`config.mk`:
```
export PLATFORM = sky130hd
export DESIGN_NAME = stim_sequencer
export DESIGN_NICKNAME = d
export VERILOG_FILES = /design/src/rtl/stim_sequencer.sv
export SDC_FILE = /design/constraint.sdc
export NUM_CORES = 1
export LEC_CHECK = 0
export CAP_MARGIN = 20
export CORE_MARGIN = 2
export CORE_UTILIZATION = 25
export DETAILED_ROUTE_END_ITERATION = 12
export DONT_BUFFER_PORTS = 1
export PLACE_DENSITY = 0.38
export SLEW_MARGIN = 20
export SYNTH_ARGS = -nofsm -noshare
export SYNTH_HDL_FRONTEND = slang
export SYNTH_SLANG_ARGS = --single-unit
```
`constraint.sdc`:
```
create_clock -name Clk -period 3.8 [get_ports Clk]
set_clock_uncertainty 0.1 [all_clocks]
set_input_delay 0.19 -clock Clk [delete_from_list [all_inputs] [get_ports Clk]]
set_output_delay 0.19 -clock Clk [all_outputs]
set_load 0.01 [all_outputs]
```
`src/rtl/stim_sequencer.sv`:
```
// rtl/stim_sequencer.sv - table-driven switch/button stimulus sequencer for a CPU front panel
// Optional: define STIM_SEQ_LOOP_EN to wrap to step 0 on an end entry instead of finishing.
module stim_sequencer #(
    parameter int SW_W      = 16,
    parameter int DEPTH     = 16,
    parameter int DELAY_W   = 8,
    parameter int PULSE_LEN = 4,
    localparam int ENTRY_W  = SW_W + DELAY_W + 3,
    localparam int AW       = $clog2(DEPTH)
) (
    input  logic               Clk,
    input  logic               Reset,
    input  logic               start,
    input  logic               abort,
    input  logic               wr_en,
    input  logic [AW-1:0]      wr_addr,
    input  logic [ENTRY_W-1:0] wr_data,
    output logic [SW_W-1:0]    S,
    output logic               Run,
    output logic               Continue,
    output logic               busy,
    output logic               done,
    output logic [AW-1:0]      step_idx
);
    localparam int PW = $clog2(PULSE_LEN + 1);
    localparam int CW = ENTRY_W - DELAY_W;

    typedef enum logic [2:0] {IDLE, LOAD, WAIT, APPLY, PULSE, NEXT, DONE} state_t;

    state_t               r_state;
    state_t               w_next;
    logic [ENTRY_W-1:0]   r_table [DEPTH];
    logic [CW-1:0]        r_entry;
    logic [AW-1:0]        r_idx;
    logic [DELAY_W-1:0]   r_cnt;
    logic [PW-1:0]        r_pcnt;
    logic [SW_W-1:0]      r_S;

    logic [ENTRY_W-1:0]   w_rd;
    logic [DELAY_W-1:0]   w_rd_delay;
    logic                 w_end;
    logic                 w_pcont;
    logic                 w_prun;
    logic [SW_W-1:0]      w_sw;

    // Only the control/switch part of an entry is latched; the delay goes straight to r_cnt.
    assign w_rd       = r_table[r_idx];
    assign w_rd_delay = w_rd[DELAY_W-1:0];
    assign w_end      = r_entry[CW-1];
    assign w_pcont    = r_entry[CW-2];
    assign w_prun     = r_entry[CW-3];
    assign w_sw       = r_entry[SW_W-1:0];

    always_comb begin
        w_next = r_state;
        case (r_state)
            IDLE, DONE: if (start) w_next = LOAD;
            LOAD:       w_next = (w_rd_delay != '0) ? WAIT : APPLY;
            WAIT:       if (r_cnt == DELAY_W'(1)) w_next = APPLY;
            APPLY:      w_next = (w_prun || w_pcont) ? PULSE : NEXT;
            PULSE:      if (r_pcnt == PW'(PULSE_LEN - 1)) w_next = NEXT;
`ifdef STIM_SEQ_LOOP_EN
            NEXT:       w_next = LOAD;
`else
            NEXT:       w_next = (w_end || r_idx == AW'(DEPTH - 1)) ? DONE : LOAD;
`endif
            default:    w_next = IDLE;
        endcase
        if (abort) w_next = IDLE;
    end

    always_ff @(posedge Clk) begin
        if (!Reset) begin
            r_state <= IDLE;
            r_idx   <= '0;
            r_cnt   <= '0;
            r_pcnt  <= '0;
            r_S     <= '0;
            r_entry <= '0;
        end else begin
            r_state <= w_next;
            if (!abort) begin
                case (r_state)
                    IDLE, DONE: if (start) r_idx <= '0;
                    LOAD: begin
                        r_entry <= w_rd[ENTRY_W-1:DELAY_W];
                        r_cnt   <= w_rd_delay;
                    end
                    WAIT:  r_cnt <= r_cnt - DELAY_W'(1);
                    APPLY: begin
                        r_S    <= w_sw;
                        r_pcnt <= '0;
                    end
                    PULSE: r_pcnt <= r_pcnt + PW'(1);
`ifdef STIM_SEQ_LOOP_EN
                    NEXT:  r_idx <= w_end ? '0 : r_idx + AW'(1);
`else
                    NEXT:  if (w_next == LOAD) r_idx <= r_idx + AW'(1);
`endif
                    default: ;
                endcase
            end
        end
    end

    // The table survives reset; writes are only accepted while the sequencer is parked.
    always_ff @(posedge Clk) begin
        if (wr_en && !busy) r_table[wr_addr] <= wr_data;
    end

    assign busy     = (r_state != IDLE) && (r_state != DONE);
    assign done     = (r_state == DONE);
    assign Run      = !((r_state == PULSE) && w_prun);
    assign Continue = !((r_state == PULSE) && w_pcont);
    assign S        = r_S;
    assign step_idx = r_idx;
endmodule

```
==> impl_metrics.tcl, run 1 <==
set metrics [dict create \
    run_status "completed" \
    p_per_area_mw_per_mm2 509 \
    setup_viol 0 \
    critPathRequiredTime_ns 4.19 \
    htreeDepth 2 \
    critPathKind "reg -> reg" \
    grt_pass1_wl_mm 69.9 \
    syn_inst 959 \
    drtIter0Drc 472 \
    hp-class "in -> reg" \
    crit_path_max_incr_delay_ns 0.64 \
    die_x_um 278 \
    swShare_pct 20.7 \
    tritoncts "yes" \
    power_leakage_nw 6.60 \
    fillers 7298 \
    grt_max_degree 48 \
    pwr-share-seq_pct 52.5 \
    wl_per_cell_um 23.5 \
    power_frac_clock_pct 45.3 \
    fin_util_pct 29.9 \
    r2r-end "r_cnt[7]" \
    setup_tns_ns 0 \
    synthArstFlopShare_pct 0 \
    combPwrFrac_pct 2.2 \
    min_period_ns 3.13 \
    cts_buffer_depth 3 \
    die-area_mm2 0.0772 \
    synth-seq-cells 489 \
    synth_seq_area_share_pct 75.3 \
    core_area_mm2 0.0743 \
    synth_cell_types 46 \
    critPathCaptureType "flop" \
    gp_congestion 0.729 \
    syn_to_final_growth_pct 18.5 \
    clk_pin_slew_ns 0.06 \
    cts_num_sinks 489 \
    first_global_vias 9499 \
    dpl.hpwl_mm 28.0 \
    vias 9256 \
    crit_buf_inv 2 \
    cts_resized 0 \
    cts_buffers 54 \
    final_max_slew_viol_count 0 \
    final_cells 2045 \
    drive_gt1_share_pct 24.0 \
    yosysWarnings 0 \
    min_to "r_state[0]" \
    die_h_um 278 \
    slowest_stage "dfxtp_4" \
    final_common_cell "edfxtp_1" \
    cp.arrival_ns 3.52 \
    netlist_area_mm2 0.0187 \
    port_buffers 0 \
    tightest_slew_ns 0.988 \
    synth_flop_cell "edfxtp_1" \
    clk_latency_ns 0.62 \
    pin_count 60 \
    antenna_left 0 \
    avgSynthCellArea_um2 19.6 \
    synth_fp_nets 1000 \
    slew_headroom_pct 34.1 \
    reg2reg_slack_ns 0.67 \
    synth_edf_count 432 \
    ff2ff_path_depth 7 \
    gr-total-overflow 0 \
    root_buffer "clkbuf_16" \
    fmax_mhz 319 \
    ir_drop_mv 0.335 \
    post-cts-setup-buffers 0 \
    hold_violations 0 \
    internal-power_mw 8.96 \
    holdPathStages 4 \
    rsz0062_at_grt "no" \
    antenna_found_initial 6 \
    cp_max_fo 23 \
    via_per_inst 4.53 \
    dr.pass1.iters 5 \
    grt.total_usage_pct 12.5 \
    hp-start "start" \
    critPathLaunchType "flop" \
    cts_hold_buffers 34 \
    wirelength_mm 48.1 \
    layout_common_cells "edfxtp_1 (432), mux4_2 (127), nand2_1 (91)" \
    p_sw_mw 2.34 \
    worstPathCellList "buf_4 -> mux4_2 -> a22oi_1 -> nand2_1 -> o22ai_1 -> a21oi_1 -> dlygate4sd3_1" \
    crit_family "buffers and inverters" \
    finalNetCount 1071 \
    cap_viol_max_count 0 \
    dp_cells 1909 \
    drc_errors 0 \
    fin_crit_sh_pct 82.4 \
    start_util_pct 25.2 \
    p_total_mw 11.3 \
    num_rows 100 \
]
==> per-stage QoR <==
| step | hold slack (ns) | setup WS (ns) | cell area [µm²] |
|---|---|---|---|
| CTS | 0.00312 | 0.655 | 22200 |
| global placement | 0.190 | 0.870 | 20200 |
| global route | 0.0337 | 0.438 | 22200 |
| finish | 0.0466 | 0.668 | 22200 |
| detailed placement | 0.190 | 0.880 | 20200 |
| floorplan | 0.189 | 0.268 | 18700 |
==> layer usage <==
layer	up-vias	track usage (%)	share of wire, %
li1	4050	-	-
met1	4937	17.7	47
met2	195	19.1	45
met3	74	2.92	5.2
met4	0	3.40	2.2
met5	-	0	0
==> sequential cells by signal (all words and copies together), names as in the netlist, named ones only <==
signal / flops
r_pcnt: 3
r_entry: 19
r_cnt: 8
S: 16
r_table: 432
step_idx: 4
r_state: 3
==> cell usage after synthesis, drive strengths merged (6+ instances only) <==
cell type / number / share of area, %
edfxtp: 432 / 69
o21ai: 15 / 0.40
buf: 33 / 0.97
clkbuf: 15 / 0.30
mux4: 127 / 15
nand4: 6 / 0.28
dfxtp: 57 / 6.1
nand2: 91 / 1.8
a22oi: 13 / 0.52
nor3: 10 / 0.27
nor2: 34 / 0.68
nand3: 11 / 0.29
a21oi: 51 / 1.4
inv: 8 / 0.16
==> power by group through the flow <==
| stage | Combinational, mW | Sequential (mW) | Clock [mW] |
|---|---|---|---|
| 6_report | 0.250 | 5.93 | 5.12 |
| 5_1_grt | 0.277 | 5.93 | 5.47 |
| 4_1_cts | 0.258 | 5.93 | 5.29 |
| 3_5_place_dp | 0.159 | 6.04 | 0 |
| 3_3_place_gp | 0.160 | 6.04 | 0 |
| 2_1_floorplan | 0.0929 | 6.04 | 0 |
==> area by class of cell <==
| class | instances | area, µm² | area share, % |
|---|---|---|---|
| Antenna cell | 3 | 7.51 | 0.0338 |
| Clock buffer | 68 | 1430 | 6.42 |
| Clock inverter | 31 | 283 | 1.27 |
| Inverter | 8 | 30.0 | 0.135 |
| Multi-Input combinational cell | 414 | 4480 | 20.2 |
| Sequential cell | 489 | 14100 | 63.6 |
| Tap cell | 969 | 1210 | 5.46 |
| Timing Repair Buffer | 63 | 646 | 2.91 |
==> worst reg2reg max path: stages, from the launching register on <==
cell	delay [ns]
dfxtp_4	0.64
buf_4	0.41
mux4_2	0.56
a22oi_1	0.19
nand2_1	0.16
o22ai_1	0.25
a21oi_1	0.10
dlygate4sd3_1	0.60
==> cell families (layout without fill, tap and decap cells) <==
group	after synthesis	in the layout	synth area share (%)
AO/OA/AOI/OAI	95	95	2.94
other	0	3	0
multiplexers	131	131	15.5
XOR/XNOR	2	2	0.0934
flip-flops	489	489	75.3
adder cells (fa/ha/maj)	5	5	0.334
buffers and inverters	56	170	1.43
AND/OR/NAND/NOR	181	181	4.44
==> worst max-delay path by stage <==
stage                    endpoint  depth (start not counted)
detailed placement     r_state[0]                          7
CTS                      r_cnt[7]                          7
global placement       r_state[0]                          7
global route             r_cnt[7]                          7
floorplan           r_table[0][0]                          5
finish                   r_cnt[7]                          7
No activity file was read; power rests on OpenSTA's default activity.
==> inputs of run 2 (changes only) <==
- ABC_AREA: unset -> 1
- PLACE_DENSITY: 0.38 -> 0.36
- clock period: 3.8 -> 3 ns (I/O delays scaled with it)
==> run 2 against run 1 <==
  * Non-clock buffer count rose by 35
  * Hold slack improved by 0.015 ns
  * Synthesized cell count rose by 72%
  * Maximum frequency rose by 11%
  * Critical endpoint is now r_table[1][22]
  * Wire length rose by 26%
  * Cell count rose by 36%
  * Die area rose by 4.1%
  * Total power rose by 35%
  * Via count rose by 38%
==> impl_metrics.tcl, run 2 <==
set metrics [dict create \
    regMostFlops "r_table" \
    core_area_mm2 0.0775 \
    critPathCaptureType "flop" \
    crit_start "r_state[0]" \
    min_period_ns 2.83 \
    die_x_um 284 \
    fmax_mhz 353 \
    yosysWarnings 0 \
    critPathKind "reg -> reg" \
    synth.most_common_cell "edfxtp_1" \
    gr-total-overflow 0 \
    hp-start "wr_addr[3]" \
    critPathLaunchType "flop" \
    wirelength_mm 60.5 \
    largest_reg_flops 432 \
    dr.pass1.iters 5 \
    grt_pass1_wl_mm 88.6 \
    reg2reg_slack_ns 0.17 \
    run_status "completed" \
    antenna_left 0 \
    final_common_cell "edfxtp_1" \
    synth_flop_cell "edfxtp_1" \
    wl_per_cell_um 21.7 \
    worstPathCellList "inv_1 -> nand3_1 -> nand2_1 -> inv_1 -> nor2_2 -> nand3_1 -> dlygate4sd3_1 -> buf_4 -> nor2_4 -> buf_4" \
    slew_headroom_pct 56.2 \
    critPathRequiredTime_ns 3.16 \
    rsz0062_at_grt "no" \
    cts_buffer_depth 3 \
    synthArstFlopShare_pct 0 \
    power_leakage_nw 7.99 \
    crit_path_max_incr_delay_ns 0.60 \
    tightest_slew_ns 0.654 \
    synth-seq-cells 489 \
    die-area_mm2 0.0804 \
    post-place-ws_ns 0.479 \
    cts_buffers 56 \
    synth_fp_nets 1688 \
    finalNetCount 1742 \
    pin_count 60 \
    reg2reg_from "r_state[0]" \
    clk_pin_slew_ns 0.06 \
    num_rows 102 \
    hold_violations 0 \
    port_buffers 0 \
    first_global_vias 12600 \
    r2r-end "r_table[1][22]" \
    gp_congestion 0.750 \
    synth_edf_count 432 \
    synth_seq_area_share_pct 72.2 \
    syn_to_final_growth_pct 19.4 \
    drtIter0Drc 878 \
    slowest_stage "dlygate4sd3_1" \
    min_to "r_table[5][25]" \
    cts_num_sinks 489 \
    drive_gt1_share_pct 9.50 \
    drc_errors 0 \
    cp_max_fo 15 \
    tritoncts "yes" \
    htreeDepth 2 \
    fin_crit_sh_pct 94.4 \
    synth_top_cells_by_area "edfxtp_1 (66%), dfxtp_1 (5.8%), o21ai_0 (5.7%)" \
    via_per_inst 4.58 \
    dpl.hpwl_mm 33.3 \
    holdPathStages 3 \
    holdWs_ns 0.0612 \
    setup_tns_ns 0 \
    root_buffer "clkbuf_16" \
    hp-class "in -> reg" \
    fillers 7916 \
    ff2ff_path_depth 10 \
    fin_ws_ns 0.169 \
    layout_common_cells "edfxtp_1 (432), nor2_1 (233), o21ai_0 (222)" \
    avgSynthCellArea_um2 11.9 \
    die_h_um 284 \
    vias 12800 \
    cp.arrival_ns 2.99 \
    cap_viol_max_count 0 \
    ys_top_cells_by_count "edfxtp_1 (432), nor2_1 (250), o21ai_0 (222), nand2_1 (183), inv_1 (116)" \
    netlist_area_mm2 0.0195 \
    final_max_slew_viol_count 0 \
    ir_drop_mv 0.471 \
    grt_max_degree 121 \
    synth_cell_types 30 \
    syn_inst 1647 \
    clk_latency_ns 0.61 \
    synth_top_cell_area_share_pct 66.4 \
    grt.total_usage_pct 14.9 \
    p_per_area_mw_per_mm2 655 \
    antenna_found_initial 6 \
    setup_viol 0 \
    synth_top_cell_by_area "edfxtp_1" \
    start_util_pct 25.2 \
]
==> run 2: cell count changes after synthesis, sizes merged, moves of 5 or more <==
| cell | before | now |
|---|---|---|
| o21ai | 15 | 238 |
| nor2 | 34 | 250 |
| mux4 | 127 | 0 |
| inv | 8 | 118 |
| nand2 | 91 | 183 |
| nand3 | 11 | 89 |
| clkbuf | 15 | 67 |
| o221ai | 1 | 43 |
| o22ai | 1 | 33 |
| o211ai | 2 | 25 |
| a22oi | 13 | 0 |
| and2 | 5 | 0 |
| nor2b | 5 | 0 |
==> run 2: power by group <==
group	total, mW	switching, mW	internal [mW]
clock network	6.63	2.78	3.85
registers	7.54	0.0410	7.50
logic	1.10	0.790	0.315
==> run 2: layout make-up <==
| type | instances | area (µm²) | share of cell area, % |
|---|---|---|---|
| Antenna cell | 2 | 5.00 | 0.0215 |
| Clock buffer | 88 | 1610 | 6.91 |
| Multi-Input combinational cell | 937 | 4620 | 19.8 |
| Tap cell | 1040 | 1300 | 5.58 |
| Sequential cell | 489 | 14100 | 60.6 |
| Clock inverter | 17 | 158 | 0.676 |
| Timing Repair Buffer | 98 | 1050 | 4.50 |
| Inverter | 119 | 453 | 1.94 |
==> run 2: cells by family after synthesis <==
| logic type | share of synthesized area (%) |
|---|---|
| simple gates | 11.1 |
| buf+inv | 4.73 |
| fa+ha+maj | 0.320 |
| flops | 72.2 |
| compound gates | 11.6 |
==> run 2: timing repair <==
item / in CTS / in global routing
setup endpoints to repair: 0 / 81
hold buffers: 36 / 0
hold endpoints to repair: 494 / 0
gates resized for setup: 0 / 1
setup buffers: 0 / 0
==> run 2: layer usage <==
metal | track usage [%] | wire length (µm)
met5 | 0 | 40
met4 | 3.44 | 1150
met3 | 2.64 | 2560
met2 | 24.2 | 28200
met1 | 20.7 | 28600
==> run 2: critical path, delay by kind of cell, from the launching register on <==
kind	cells	cell delay, ns
buffers and inverters	5	1.31
flip-flops	1	0.32
AND/OR/NAND/NOR	5	0.69
==> run 2: worst max-delay path by stage <==
stage	to	slack, ns
6_report	r_table[1][22]	0.17
5_1_grt	r_table[5][9]	0.007
4_1_cts	r_table[5][9]	0.09
3_5_place_dp	flop	0.48
3_3_place_gp	flop	0.47
2_1_floorplan	r_table[11][0]	0.32
==> run 2: metrics by stage <==
| step | std cells | instance area, µm² | total power [mW] | util (%) |
|---|---|---|---|---|
| final | 2790 | 23300 | 15.3 | 30.1 |
| after floorplan | 1647 | 19500 | 8.27 | - |
| after global routing | 2788 | 23300 | 15.9 | 30.1 |
| after detailed placement | 2647 | 21200 | 8.68 | 27.3 |
| after CTS | 2788 | 23300 | 15.5 | 30.1 |
| after global placement | 2647 | 21200 | 8.69 | 27.3 |
==> inputs of run 3 (changes only) <==
- BUFFER_PORTS_ARGS: unset -> -buffer_cell sky130_fd_sc_hd__buf_2
- DONT_BUFFER_PORTS: 1 -> unset
- MAX_ROUTING_LAYER: unset -> met4
- PLACE_DENSITY: 0.36 -> 0.37
==> run 3 against run 2 <==
  * Cell area rose by 0.45%
  * First-iteration DRC count rose by 8.4%
  * Sequential power barely moved
  * Critical path type unchanged
  * Largest cell class unchanged
  * Largest power group unchanged
  * Highest routed layer is now met4
==> impl_metrics.tcl, run 3 (synthesized netlist as in run 2, its figures left out) <==
set metrics [dict create \
    run_status "completed" \
    first_global_vias 12700 \
    final_max_slew_viol_count 0 \
    power_leakage_nw 8.19 \
    postLayoutCellArea_mm2 0.0234 \
    fin_crit_sh_pct 83.4 \
    cts_resized 0 \
    pin_count 60 \
    min_period_ns 2.50 \
    cap_viol_max_count 0 \
    grt.total_usage_pct 14.9 \
    clk_pin_slew_ns 0.06 \
    reg2reg_slack_ns 0.50 \
    fillers 7882 \
    vias 13000 \
    critPathKind "reg -> reg" \
    antenna_found_initial 2 \
    cts_buffers 56 \
    place_area_mm2 0.0214 \
    setup_viol 0 \
    syn_to_final_growth_pct 19.9 \
    clk_latency_ns 0.60 \
    drc_errors 0 \
    grt_max_degree 78 \
    antennaDiodeCount 0 \
    die_x_um 284 \
    layout_common_cells "edfxtp_1 (432), nor2_1 (234), o21ai_0 (222)" \
    cts_num_sinks 489 \
    dr.pass1.iters 5 \
    grt_pass1_wl_mm 87.2 \
    cp.depth 9 \
    drive_gt1_share_pct 12.1 \
    post-cts-setup-buffers 0 \
    core_area_mm2 0.0775 \
    critPathRequiredTime_ns 3.44 \
    crit_path_max_incr_delay_ns 0.60 \
    wl_per_cell_um 20.6 \
    finalNetCount 1798 \
    p_per_area_mw_per_mm2 644 \
    slew_headroom_pct 58.3 \
    r2r-end "r_entry[8]" \
    start_util_pct 25.2 \
    gp_congestion 0.786 \
    tritoncts "yes" \
    htreeDepth 2 \
    port_buffers 59 \
    endpoint "r_entry[8]" \
    cts_hold_buffers 31 \
    fmax_mhz 399 \
    ir_drop_mv 0.405 \
    cp_common_cell "o21ai_0" \
    worstPathCellList "inv_6 -> buf_4 -> o21ai_0 -> o22ai_1 -> o21ai_0 -> o21ai_1 -> buf_4 -> o21ai_0 -> inv_1" \
    setup_tns_ns 0 \
    largest_reg_flops 432 \
    cp_max_fo 60 \
    tightest_slew_ns 0.625 \
    multi_input_area_mm2 0.00462 \
    dpl.hpwl_mm 34.4 \
    wirelength_mm 58.5 \
    crit_buf_inv 4 \
    ff2ff_path_depth 9 \
    critPathCaptureType "flop" \
    via_per_inst 4.57 \
    seqCellArea_mm2 0.0141 \
    cts_buffer_depth 3 \
    regMostFlops "r_table" \
    root_buffer "clkbuf_16" \
    fin_util_pct 30.2 \
    crit_family "buffers and inverters" \
    critPathLaunchType "flop" \
    die_h_um 284 \
    hold_violations 0 \
    drtIter0Drc 952 \
    slowest_stage "buf_4" \
    antenna_left 0 \
    hp-class "in -> reg" \
    gr-total-overflow 0 \
    cp.arrival_ns 2.95 \
    final_common_cell "edfxtp_1" \
    num_rows 102 \
    rsz0062_at_grt "no" \
    die-area_mm2 0.0804 \
]
-- run 3: changes by cell type in the layout (fill, tap and decap cells not counted), sizes merged --
cell         previous run  this run
buf                    63       123
bufinv                  2         3
clkbuf                 88        81
clkinv                 15        18
diode                   2         0
dlygate4sd3            35        31
inv                   119       118
-- run 3: how the worst min path moves through the flow --
stage                     from        endpoint  slack, ns  cells after the start
floorplan                abort      r_state[1]       0.13                      1
global placement         abort      r_state[2]       0.33                      2
detailed placement       abort      r_state[1]       0.33                      2
CTS                      abort      r_state[2]       0.22                      3
global route        wr_addr[2]  r_table[7][18]       0.25                      3
finish              wr_addr[2]  r_table[7][13]       0.25                      3
-- run 3: cell type report --
cell class	count	area share, %
Multi-Input combinational cell	937	19.7
Timing Repair Buffer	154	5.28
Clock inverter	20	0.769
Tap cell	1040	5.55
Clock buffer	81	6.47
Inverter	119	1.93
Sequential cell	489	60.3
-- run 3: layer usage --
metal  GRT usage [%]  routed length, µm  part of all wire (%)  vias to the layer above
met4            3.57               1050                   1.8                        0
met2            23.1              27000                    46                      291
li1                -                  -                     -                     6119
met5               -                  0                     0                        -
met3            2.19               2590                   4.4                       70
met1            20.5              27900                    48                     6488
-- run 3: tightest hold or removal path: stages --
cell	delay (ns)
buf_2	0.13
nand2_1	0.31
nor2_4	0.16
-- run 3: where the power goes --
group	total, mW	switching, mW	internal (mW)
Clock	6.44	2.71	3.74
Sequential	7.53	0.0329	7.50
Combinational	1.12	0.801	0.323
Total	15.1	3.54	11.6
-- run 3: metrics by stage --
stage / power (mW) / setup slack, ns / hold WS [ns] / std cells
global route: 15.7 / 0.256 / 0.250 / 2840
finish: 15.1 / 0.497 / 0.253 / 2840
floorplan: 8.27 / 0.323 / 0.129 / 1647
global placement: 8.79 / 0.470 / 0.332 / 2708
detailed placement: 8.79 / 0.517 / 0.325 / 2708
CTS: 15.3 / 0.501 / 0.222 / 2840
